[config.mk]
export PLATFORM = sky130hd
export DESIGN_NAME = main_net_train_sequencer
export DESIGN_NICKNAME = d
export VERILOG_FILES = /design/src/rtl/main_net_train_sequencer.sv
export SDC_FILE = /design/constraint.sdc
export NUM_CORES = 1
export LEC_CHECK = 0
export ABC_AREA = 1
export BUFFER_PORTS_ARGS = -buffer_cell sky130_fd_sc_hd__buf_2
export CAP_MARGIN = 20
export CORE_ASPECT_RATIO = 1.75
export CORE_MARGIN = 2
export CORE_UTILIZATION = 35
export CTS_BUF_LIST = sky130_fd_sc_hd__clkbuf_2 sky130_fd_sc_hd__clkbuf_4 sky130_fd_sc_hd__clkbuf_8
export DETAILED_ROUTE_END_ITERATION = 16
export GPL_TIMING_DRIVEN = 1
export SETUP_SLACK_MARGIN = 0.02
export SKIP_CTS_REPAIR_TIMING = 1
export SYNTH_ARGS = -nofsm -noshare
export SYNTH_HDL_FRONTEND = slang
export SYNTH_SLANG_ARGS = --single-unit
[constraint.sdc]
create_clock -name clk -period 3.2 [get_ports clk]
set_input_delay 0.16 -clock clk [delete_from_list [all_inputs] [get_ports clk]]
set_output_delay 0.16 -clock clk [all_outputs]
set_load 0.02 [all_outputs]
[src/rtl/main_net_train_sequencer.sv]
// Training-run sequencer for one main_net instance.
// Issues BATCH_SIZE samples per epoch for the requested number of epochs, one at a time:
// a one-cycle valid pulse to the net, a wait for its done pulse, then an optional settle gap.
// Adds abort, a per-sample watchdog, and last/max per-sample latency statistics.
module main_net_train_sequencer #(
    parameter int unsigned ADDRESS_WIDTH  = 11,
    parameter int unsigned BATCH_SIZE     = 32,
    parameter int unsigned SAMPLE_STRIDE  = 2,
    parameter int unsigned EPOCH_WIDTH    = 16,
    parameter int unsigned LAT_WIDTH      = 20,
    parameter int unsigned TIMEOUT_CYCLES = 4096,
    parameter int unsigned GAP_CYCLES     = 2,
    localparam int unsigned IDX_WIDTH     = (BATCH_SIZE > 1) ? $clog2(BATCH_SIZE) : 1
) (
    input  logic                     clk,
    input  logic                     rst,
    input  logic                     i_start,
    input  logic [EPOCH_WIDTH-1:0]   i_num_epochs,
    input  logic                     i_abort,
    output logic                     o_net_valid,
    input  logic                     i_net_valid,
    output logic [ADDRESS_WIDTH-1:0] o_sample_addr,
    output logic [IDX_WIDTH-1:0]     o_sample_idx,
    output logic [EPOCH_WIDTH-1:0]   o_epoch_idx,
    output logic                     o_busy,
    output logic                     o_done,
    output logic                     o_timeout_err,
    output logic [LAT_WIDTH-1:0]     o_last_latency,
    output logic [LAT_WIDTH-1:0]     o_max_latency
);

    localparam int unsigned GAP_WIDTH = (GAP_CYCLES > 1) ? $clog2(GAP_CYCLES + 1) : 1;
    // Wide enough that the product never overflows before truncation to the address width.
    localparam int unsigned MUL_WIDTH = ADDRESS_WIDTH + 32;

    localparam logic [2:0] StIdle  = 3'd0;
    localparam logic [2:0] StIssue = 3'd1;
    localparam logic [2:0] StWait  = 3'd2;
    localparam logic [2:0] StGap   = 3'd3;
    localparam logic [2:0] StDone  = 3'd4;

    logic [2:0]               state_q, state_d;
    logic [EPOCH_WIDTH-1:0]   epochs_q, epochs_d;
    logic [IDX_WIDTH-1:0]     sample_idx_q, sample_idx_d;
    logic [EPOCH_WIDTH-1:0]   epoch_idx_q, epoch_idx_d;
    logic [LAT_WIDTH-1:0]     lat_cnt_q, lat_cnt_d;
    logic [GAP_WIDTH-1:0]     gap_cnt_q, gap_cnt_d;
    logic                     net_valid_q, net_valid_d;
    logic [ADDRESS_WIDTH-1:0] addr_q, addr_d;
    logic                     busy_q, busy_d;
    logic                     done_q, done_d;
    logic                     err_q, err_d;
    logic [LAT_WIDTH-1:0]     last_lat_q, last_lat_d;
    logic [LAT_WIDTH-1:0]     max_lat_q, max_lat_d;
    logic                     last_sample;
    logic                     last_in_batch;

    assign last_in_batch = (sample_idx_q == IDX_WIDTH'(BATCH_SIZE - 1));
    assign last_sample   = last_in_batch && (epoch_idx_q == (epochs_q - EPOCH_WIDTH'(1)));

    // Next-state, counters, statistics and registered-output next values.
    always_comb begin
        state_d      = state_q;
        epochs_d     = epochs_q;
        sample_idx_d = sample_idx_q;
        epoch_idx_d  = epoch_idx_q;
        lat_cnt_d    = lat_cnt_q;
        gap_cnt_d    = gap_cnt_q;
        addr_d       = addr_q;
        err_d        = err_q;
        last_lat_d   = last_lat_q;
        max_lat_d    = max_lat_q;

        case (state_q)
            StIdle: begin
                if (i_start) begin
                    err_d        = 1'b0;
                    max_lat_d    = '0;
                    last_lat_d   = '0;
                    sample_idx_d = '0;
                    epoch_idx_d  = '0;
                    addr_d       = '0;
                    epochs_d     = i_num_epochs;
                    state_d      = (i_num_epochs == '0) ? StDone : StIssue;
                end
            end
            StIssue: begin
                lat_cnt_d = LAT_WIDTH'(1);
                state_d   = i_abort ? StDone : StWait;
            end
            StWait: begin
                if (i_abort) begin
                    // Abort wins over a simultaneous completion; stats stay untouched.
                    state_d = StDone;
                end else if (i_net_valid) begin
                    last_lat_d = lat_cnt_q;
                    if (lat_cnt_q > max_lat_q) begin
                        max_lat_d = lat_cnt_q;
                    end
                    if (last_sample) begin
                        state_d = StDone;
                    end else begin
                        if (last_in_batch) begin
                            sample_idx_d = '0;
                            epoch_idx_d  = epoch_idx_q + EPOCH_WIDTH'(1);
                        end else begin
                            sample_idx_d = sample_idx_q + IDX_WIDTH'(1);
                        end
                        if (GAP_CYCLES > 0) begin
                            gap_cnt_d = GAP_WIDTH'(1);
                            state_d   = StGap;
                        end else begin
                            state_d = StIssue;
                        end
                    end
                end else if (lat_cnt_q == LAT_WIDTH'(TIMEOUT_CYCLES)) begin
                    err_d   = 1'b1;
                    state_d = StDone;
                end else if (lat_cnt_q != '1) begin
                    lat_cnt_d = lat_cnt_q + LAT_WIDTH'(1);
                end
            end
            StGap: begin
                if (i_abort) begin
                    state_d = StDone;
                end else if (gap_cnt_q == GAP_WIDTH'(GAP_CYCLES)) begin
                    state_d = StIssue;
                end else begin
                    gap_cnt_d = gap_cnt_q + GAP_WIDTH'(1);
                end
            end
            StDone: begin
                state_d = StIdle;
            end
            default: begin
                state_d = StIdle;
            end
        endcase

        // Outputs are registered from the next state so they line up with the state itself.
        net_valid_d = (state_d == StIssue);
        busy_d      = (state_d == StIssue) || (state_d == StWait) || (state_d == StGap);
        done_d      = (state_d == StDone);
        if (state_d == StIssue) begin
            addr_d = ADDRESS_WIDTH'(MUL_WIDTH'(sample_idx_d) * MUL_WIDTH'(SAMPLE_STRIDE));
        end
    end

    // State and output registers; asynchronous reset clears everything.
    always_ff @(posedge clk or posedge rst) begin
        if (rst) begin
            state_q      <= StIdle;
            epochs_q     <= '0;
            sample_idx_q <= '0;
            epoch_idx_q  <= '0;
            lat_cnt_q    <= '0;
            gap_cnt_q    <= '0;
            net_valid_q  <= 1'b0;
            addr_q       <= '0;
            busy_q       <= 1'b0;
            done_q       <= 1'b0;
            err_q        <= 1'b0;
            last_lat_q   <= '0;
            max_lat_q    <= '0;
        end else begin
            state_q      <= state_d;
            epochs_q     <= epochs_d;
            sample_idx_q <= sample_idx_d;
            epoch_idx_q  <= epoch_idx_d;
            lat_cnt_q    <= lat_cnt_d;
            gap_cnt_q    <= gap_cnt_d;
            net_valid_q  <= net_valid_d;
            addr_q       <= addr_d;
            busy_q       <= busy_d;
            done_q       <= done_d;
            err_q        <= err_d;
            last_lat_q   <= last_lat_d;
            max_lat_q    <= max_lat_d;
        end
    end

    assign o_net_valid    = net_valid_q;
    assign o_sample_addr  = addr_q;
    assign o_sample_idx   = sample_idx_q;
    assign o_epoch_idx    = epoch_idx_q;
    assign o_busy         = busy_q;
    assign o_done         = done_q;
    assign o_timeout_err  = err_q;
    assign o_last_latency = last_lat_q;
    assign o_max_latency  = max_lat_q;

endmodule

======== Yosys cells after proc, flatten, opt, wreduce, memory -nomap -nowiden ========
Index checks and enable logic that the tools add are counted.
cells by class
  $add $sub $neg .......................... 5
  order comparisons ....................... 1
  eq/ne operators ......................... 24
  mux-type cells .......................... 49
  reduce and logical (&&, ||, !) cells .... 18
operator list
  cell                   count
  $mux 20                10
  $pmux 20 s2            3
  $mux 16                5
  $mux 11                3
  $pmux 16 s2            1
  $mux 3                 9
  $mux 5                 5
  $ne 2x2->1 const B     12
  $add 20x1->20 const B  1
  $eq 20x13->1 const B   1
  $gt 20x20->1           1
  $ne 20x20->1 const B   1
  $add 16x1->16 const B  1
  $eq 16x16->1           1
  $logic_not 16->1       1
  $sub 16x1->16 const B  1
  $reduce_and 5->1       3
  $eq 3x2->1 const B     4
  $pmux 3 s4             1
  $reduce_and 6->1       2
  $mux 2                 5
  $pmux 5 s2             1
  $reduce_bool 2->1      5
  $eq 3x1->1 const B     2
  13 further kinds       18
storage, ports and cells
  bits in registers ....................... 117
  bits of input ports ..................... 21
  output and inout port bits .............. 76
  logic and storage cells ................. 110

======== Depth between registers and ports, before layout ========
Gate-level depths: netlist (run 1).
  depth after elaboration ................. 10
  gate-level depth with buffers ........... 20

======== Worst setup path after synthesis (run 1) ========
OpenSTA, ideal clock, no wires.
  kind .................................... register to register
  from .................................... register sample_idx_q[0] (netlist: o_sample_idx[0])
  to ...................................... register epoch_idx_q[5] (netlist: o_epoch_idx[5])
  arrival ................................. 2203 ps
  slack ................................... 878 ps
  cell stages (with the launch flop) ...... 19
  buffers on the path ..................... 1
  path through ............................ dfrtp_1 ha_1 nand2_1 nor2_1 ha_1 nand2_1 nor2_1 nand2_1 inv_1 nand2_1 nor2_1 nand2_1 nor2_1 nand3_4 nand2_4 nand2_4 buf_6 nand4_2 o21ai_2
on the way
  cells in the longest elaborated chain, start to end .. 4
RTL lines
  element                       RTL line  source
  start, declared               44        logic [IDX_WIDTH-1:0] sample_idx_q, sample_idx_d;
  start signal, assigned        168       sample_idx_q <= sample_idx_d;
  $eq 5x5->1 *                  58        assign last_in_batch = (sample_idx_q == IDX_WIDTH'(BATCH_SIZE - 1));
  $logic_and 1x1->1             59        assign last_sample = last_in_batch && (epoch_idx_q == (epochs_q - EPOCH_WIDTH'(1)));
  $ne 2x2->1 (no line)          --
  $reduce_and 6->1 (no line) *  --
  end signal, assigned          169       epoch_idx_q <= epoch_idx_d;
  end, declared                 45        logic [EPOCH_WIDTH-1:0] epoch_idx_q, epoch_idx_d;
Mark *: on every way between the ends. The rest lies on a longest branch, timed or not.
A chain may end at the register's enable or synchronous reset.

======== Worst setup path after layout (run 1) ========
  from .................................... register sample_idx_q[0] (netlist: o_sample_idx[0])
  to ...................................... register epoch_idx_q[3] (netlist: o_epoch_idx[3])
The elaborated chain is that of the path after synthesis.

==> impl_metrics.json, run 1 <==
{
  "synth-seq-area-share": 0.4040,
  "min_path_type": "in -> async",
  "drt-total-wl_um": 19920,
  "cts.clk_slew.worst_paths_ns": 0.13,
  "synth_top_cell_by_area": "dfrtp_1",
  "fin_skew_ns": 0.02691,
  "setup_tns_ns": 0,
  "hold_slack_ns": -0.07991,
  "grt-ovfl-total": 0,
  "synth_edf_count": 0,
  "path_class": "reg -> reg",
  "synth_compound_area_frac": 0.09591,
  "pre_cts_ws_ns": 0.5208,
  "finalHoldViolCount": 66,
  "post_dp_cell_area_sq_um": 7600,
  "grt_pass1_vias": 6414,
  "critPathTopFamily": "simple AND/OR/NAND/NOR gates",
  "grt_usage": 0.2003,
  "detail_route.iter0.violations": 252,
  "tritoncts": "done",
  "place_congestion": 0.9135,
  "relSlewSlack": 0.4354,
  "start_util": 0.3581,
  "htreeDepth": 3,
  "end_kind": "flop",
  "coreArea_sq_um": 19200,
  "synthTopCellsByArea": "dfrtp_1 40%, nand2_1 15%, inv_1 6.3%",
  "vias_per_cell": 5.028,
  "p_per_area_nw_per_um2": 644.3,
  "crit_slowest_cell": "dfrtp_1",
  "grt_pass1_wl_um": 32160,
  "diodes": 0,
  "io_pins": 97,
  "muxShareOfSynthArea": 0,
  "irDropWorstVdd_uv": 333.2,
  "syn_inst": 935,
  "die_y_um": 189.4,
  "synth_fa_ha_area_frac": 0.04914,
  "antenna_found_initial": 1,
  "setup_violations": 0,
  "root_buffer": "clkbuf_8",
  "yosysWarningCount": 0,
  "dpl.hpwl_um": 15540,
  "crit_chain": "ha_1 > nand2_1 > nor2_1 > ha_1 > nand2_1 > nor2_1 > nand2_1 > inv_1 > nand2_1 > nor2_1 > nand2_1 > nor2_1 > nand3_4 > o21ai_2 > nor2_1 > nand2_1 > nand2_1 > nor2_1",
  "clockBufferDepth": 2,
  "rsz0062_at_grt": "false",
  "synth_xor_area_frac": 0.03312,
  "numCtsBuffers": 9,
  "yosysUniqueCellTypes": 43,
  "grt_max_degree": 66,
  "setup_slack_ns": 0.5314,
  "dr.pass1.iters": 5,
  "critPathMostFrequentCell": "nand2_1",
  "cts.sinks": 111,
  "die_w_um": 110.0,
  "critPathMaxFanout": 11,
  "status": "complete, but fails checks",
  "dr_total_vias": 6426,
  "drive_gt1_frac": 0.1533,
  "rows": 67,
  "wl_per_cell_um": 15.59,
  "ys_ff_latch": 111,
  "clock.fmax_ghz": 0.3747,
  "synth_top_family_by_area": "simple AND/OR/NAND/NOR gates",
  "synth_top_area_frac": 0.4040,
  "numPortBuffers": 90,
  "min_period_over_period": 0.8339,
  "nFillCells": 2031,
  "ys.flop_type": "dfrtp_1",
  "async_flop_share": 1.000,
  "antenna_left": 0,
  "finalInstanceArea_sq_um": 7895,
  "syn-cell-area_sq_um": 6875,
  "violations": "hold timing",
  "period_minus_slack_ns": 2.669,
  "insertion_delay_ns": 0.41,
  "nets": 1080,
  "cp_slowest_stage_delay_ns": 0.45,
  "die_area_sq_um": 20830,
  "yosys.area_share.simple": 0.3272,
  "worstPathArrival_ns": 3.02,
  "syn_area_per_cell_sq_um": 7.353,
  "syn_to_final_growth_pct": 14.83,
  "drv_cap": 0,
  "tightest_slew_ns": 0.8469,
  "worstSetupStartpointType": "flop",
  "drc": 0,
  "required_ns": 3.55,
  "worstPathBufferInverterCount": 1,
  "power.leakage_uw": 0.003971,
  "slew_viol_final": 0
}
## Yosys cell counts (3+ instances only)
library cell	number
a21oi_1	28
a31oi_1	4
buf_2	7
buf_4	8
clkbuf_1	12
dfrtp_1	111
ha_1	27
inv_1	115
inv_2	6
nand2_1	277
nand2_2	3
nand2_4	5
nand3_1	63
nand4_1	21
nor2_1	82
nor2_2	4
nor2_4	3
nor3_1	25
nor4_1	10
o21ai_0	52
o21ai_2	7
o31ai_1	13
xnor2_1	10
xor2_1	16
## flip-flops by register name, summed over array words and instances, names as in the netlist, 2 cells and up
signal and count:
epochs_q 16, gap_cnt_q 2, lat_cnt_q 20, o_epoch_idx 16, o_last_latency 20, o_max_latency 20, o_sample_addr 5, o_sample_idx 5
state_q 3
## worst reg2reg max path: stages, from the launching register on
cell	delay (ns)
dfrtp_1	0.45
ha_1	0.19
nand2_1	0.08
nor2_1	0.10
ha_1	0.27
nand2_1	0.08
nor2_1	0.09
nand2_1	0.07
inv_1	0.06
nand2_1	0.05
nor2_1	0.08
nand2_1	0.05
nor2_1	0.18
nand3_4	0.17
o21ai_2	0.39
nor2_1	0.10
nand2_1	0.07
nand2_1	0.04
nor2_1	0.12
## report_power, final
group          switching [uW]  total (uW)  internal, uW  leakage [uW]
logic                    1600        2270           677       0.00236
registers                 251        1870          1620       0.00151
clock network             561         941           380      0.000105
total                    2410        5090          2680       0.00397
## layout make-up
type	count	area (sq um)	area share
clock inverter	7	91.34	0.01157
multi-input combinational	677	3497	0.4429
clock buffer	9	123.9	0.01569
sequential	111	2778	0.3518
timing repair buffer	111	640.6	0.08114
tap	241	301.5	0.03819
inverter	122	462.9	0.05864
## final timing paths
check | startpoint | end | slack, ns | cells past startpoint
min in group clk | i_num_epochs[4] | epochs_q[4] | -0.02 | 3
setup reg to reg | o_sample_idx[0] | o_epoch_idx[3] | 0.53 | 18
max in group asynchronous | rst | gap_cnt_q[0] | 2.49 | 3
setup / recovery | o_sample_idx[0] | o_epoch_idx[3] | 0.53 | 18
hold reg to reg | o_last_latency[16] | o_last_latency[16] | 0.48 | 2
hold / removal | rst | o_epoch_idx[4] | -0.08 | 2
## layout by cell type (no fill, tap or decap), types with 3 or more instances in the layout
master,Yosys,layout
nand2_1,277,277
inv_1,115,114
dfrtp_1,111,111
buf_2,7,90
nor2_1,82,82
nand3_1,63,63
o21ai_0,52,52
a21oi_1,28,28
ha_1,27,27
nor3_1,25,25
nand4_1,21,21
xor2_1,16,16
o31ai_1,13,13
buf_4,8,12
xnor2_1,10,10
nor4_1,10,10
clkbuf_8,0,9
dlygate4sd3_1,0,8
o21ai_2,7,7
inv_2,6,6
conb_1,1,6
nand2_4,5,5
nor2_2,4,4
a31oi_1,4,4
nor2_4,3,3
nand2_2,3,3
## layer usage
metal,vias up,share of wire,global-route usage
li1,3200,-,-
met1,3050,0.35,0.2009
met2,135,0.58,0.3905
met3,39,0.032,0.02444
met4,2,0.036,0.09348
met5,-,0.00065,0
## cells by family after synthesis
kind of cell,count (synthesis)
AO/OA/AOI/OAI,114
XOR/XNOR,26
adder cells (fa/ha/maj),27
buffers and inverters,152
flip-flops,111
other,1
AND/OR/NAND/NOR,504
## metrics by stage
| step | hold WS, ns | utilization | power [uW] | cells |
|---|---|---|---|---|
| CTS | -0.05454 | 0.4071 | 5143 | 1270 |
| global route | 0.001973 | 0.4113 | 5503 | 1278 |
| floorplan | 0.2766 | - | 3544 | 940 |
| finish | -0.07991 | 0.4113 | 5087 | 1278 |
| global placement | 0.3740 | 0.3959 | 4170 | 1254 |
| detailed placement | 0.3842 | 0.3959 | 4189 | 1254 |
Power figures use the tool's default switching activity.
==> run 2, diff against run 1 <==
--- a/config.mk
+++ b/config.mk
@@ -5,7 +5,7 @@
 export SDC_FILE = /design/constraint.sdc
 export NUM_CORES = 1
 export LEC_CHECK = 0
-export ABC_AREA = 1
+export ABC_AREA = 0
 export BUFFER_PORTS_ARGS = -buffer_cell sky130_fd_sc_hd__buf_2
 export CAP_MARGIN = 20
 export CORE_ASPECT_RATIO = 1.75
==> constraint.sdc (replaced) <==
create_clock -name clk -period 2.8 [get_ports clk]
set_input_delay 0.14 -clock clk [delete_from_list [all_inputs] [get_ports clk]]
set_output_delay 0.14 -clock clk [all_outputs]
set_load 0.02 [all_outputs]
==> run 2 against run 1 <==
The flow finishes with violations (hold timing, setup timing). Final area decreased by 1.9%. Setup slack worse by 0.60 ns. Largest cell class unchanged. Worst hold slack gained 0.074 ns. Flip-flop and latch count unchanged. Critical endpoint is now gap_cnt_q[1].
==> impl_metrics.json, run 2 <==
{
  "status": "complete, but fails checks",
  "violations": "hold timing, setup timing",
  "diodes": 0,
  "vias_per_cell": 5.128,
  "synth_commonest_cells": "132 x nand2_1, 111 x dfrtp_1, 44 x nor2_1, 41 x o21ai_0, 37 x inv_1",
  "final_common_cell": "nand2_1",
  "nets": 871,
  "worst_hold_path.num_cells": 3,
  "dr_total_vias": 5425,
  "synth_fa_ha_area_frac": 0.05477,
  "synth_compound_area_frac": 0.1002,
  "dpl.hpwl_um": 12870,
  "clock.fmax_ghz": 0.3482,
  "grt_pass1_wl_um": 28230,
  "clockBufferDepth": 2,
  "start_util": 0.3550,
  "critPathLaunch": "epochs_q[0]",
  "finalNonFillerCells": 1058,
  "path_class": "reg -> reg",
  "syn-cell-area_sq_um": 6168,
  "rr_worst_depth": 9,
  "crit_slowest_cell": "or4_4",
  "min_period_over_period": 1.026,
  "yosys.area_share.simple": 0.2367,
  "yosysMostFrequentCell": "nand2_1",
  "syn_area_per_cell_sq_um": 9.031,
  "numCtsBuffers": 9,
  "die_y_um": 179.6,
  "drive_gt1_frac": 0.2479,
  "syn_to_final_growth_pct": 25.60,
  "reg2reg_slack_ns": -0.07,
  "irDropWorstVdd_uv": 390.9,
  "grt_max_degree": 112,
  "syn_inst": 683,
  "grt_pass1_vias": 5481,
  "dp_cells": 1027,
  "dr.pass1.iters": 4,
  "final_cell_mix": "131 x nand2_1, 111 x dfrtp_1, 90 x buf_2",
  "relSlewSlack": 0.5239,
  "yosysUniqueCellTypes": 52,
  "regArea_sq_um": 2778,
  "nFillCells": 1769,
  "worstPathArrival_ns": 3.12,
  "setup_violations": 15,
  "place_congestion": 0.9234,
  "end_kind": "flop",
  "synth-seq-area-share": 0.4503,
  "rsz0062_at_grt": "true",
  "setup_slack_ns": -0.07190,
  "io_pins": 97,
  "muxShareOfSynthArea": 0.04929,
  "crit_chain": "or4_4 > nor4_4 > o32ai_1 > a2111oi_1 > and4_1 > and4_4 > buf_12 > nor4_4 > mux2_4",
  "critPathMostFrequentCell": "nor4_4",
  "r2r_end": "gap_cnt_q[1]",
  "slew_viol_final": 0,
  "yosysWarningCount": 0,
  "crit-reg2reg-launch": "epochs_q[0]",
  "tightest_slew_ns": 0.7115,
  "synth_xor_area_frac": 0.05396,
  "period_minus_slack_ns": 2.872,
  "worstSetupStartpointType": "flop",
  "cts.sinks": 111,
  "ys_ff_latch": 111,
  "fin_skew_ns": 0.02072,
  "p_per_area_nw_per_um2": 685.8,
  "antenna_left": 0,
  "finalHoldViolCount": 2,
  "die_area_sq_um": 18740,
  "required_ns": 3.05,
  "numPortBuffers": 90,
  "drc": 0,
  "ys.flop_type": "dfrtp_1",
  "root_buffer": "clkbuf_8",
  "critPathMaxFanout": 7,
  "synth_edf_count": 0,
  "cts.clk_slew.worst_paths_ns": 0.09,
  "utilization": 0.4459,
  "power.leakage_uw": 0.003805,
  "multi_input_area_sq_um": 3251,
  "synth_top_cell_by_area": "dfrtp_1",
  "cp_slowest_stage_delay_ns": 0.60,
  "hold_slack_ns": -0.006390,
  "drv_cap": 0,
  "die_w_um": 104.4,
  "tritoncts": "done",
  "htreeDepth": 3,
  "synth_top_family_by_area": "simple AND/OR/NAND/NOR gates",
  "wl_per_cell_um": 16.50,
  "detail_route.iter0.violations": 148,
  "synth_top_area_frac": 0.4503,
  "hold_end": "epochs_q[10]",
  "grt_usage": 0.1887,
  "rows": 64,
  "worstHoldStart": "i_num_epochs[10]",
  "async_flop_share": 1.000,
  "min_path_type": "in -> reg",
  "grt-ovfl-total": 0,
  "synthTopCellsByArea": "dfrtp_1 45%, nand2_1 8.0%, ha_1 5.5%",
  "insertion_delay_ns": 0.38,
  "antenna_found_initial": 0,
  "drt-total-wl_um": 17460,
  "coreArea_sq_um": 17380
}
[run 2: changes by cell type after synthesis, moves of 16 or more]
| cell | before | now |
|---|---|---|
| nand2_1 | 277 | 132 |
| inv_1 | 115 | 37 |
| nand3_1 | 63 | 21 |
| nor2_1 | 82 | 44 |
| mux2i_1 | 0 | 27 |
| nor3_1 | 25 | 9 |
[run 2: final cells by class]
cell class | instances | share of cell area
multi-input cells | 503 | 0.4196
flip-flops and latches | 111 | 0.3585
repair buffers | 161 | 0.1416
well taps | 231 | 0.03731
clock buffers | 12 | 0.02132
inverters | 37 | 0.01841
clock inverters | 3 | 0.003230
[run 2: routing by layer]
metal	up-vias	GRT usage	share of wire	wire, um
met4	0	0.06216	0.021	369
met3	26	0.02393	0.026	455
met2	100	0.3739	0.58	10070
met1	2688	0.2006	0.38	6563
met5	-	0	0	0
li1	2611	-	-	-
[run 2: critical path: cells and delay by family, from the launching register on]
kind / cells / cell delay (ns)
AO/OA/AOI/OAI: 2 / 0.53
buffers and inverters: 1 / 0.14
flip-flops: 1 / 0.38
multiplexers: 1 / 0.30
AND/OR/NAND/NOR: 5 / 1.40
[run 2: logic make-up after synthesis]
| family | count (synthesis) |
|---|---|
| compound gates | 104 |
| xor+xnor | 38 |
| fa+ha+maj | 27 |
| buf+inv | 74 |
| flops | 111 |
| mux | 30 |
| other cells | 1 |
| simple gates | 298 |
[run 2: worst max-delay path by stage]
stage	to	slack [ns]	cells after the start
global placement	gap_cnt_q[0]	-0.21	9
CTS	gap_cnt_q[1]	-0.24	9
detailed placement	gap_cnt_q[1]	-0.21	9
global route	gap_cnt_q[0]	-0.18	9
floorplan	gap_cnt_q[0]	-0.01	12
finish	gap_cnt_q[1]	-0.07	9
[run 2: where the power goes]
part	internal (uW)	switching, uW	leakage, uW
registers	1820	210	0.00150
logic	927	1390	0.00221
clock network	399	568	0.0000951
total	3140	2170	0.00381
[run 2: through the flow]
stage | setup slack (ns) | power, uW | TNS, ns | area (sq um)
detailed placement | -0.2100 | 4266 | -1.980 | 7224
floorplan | -0.01140 | 3446 | -0.02281 | 6213
finish | -0.07190 | 5313 | -0.5248 | 7747
CTS | -0.2420 | 5250 | -2.540 | 7415
global route | -0.1812 | 5681 | -2.200 | 7747
global placement | -0.2069 | 4254 | -1.821 | 7224
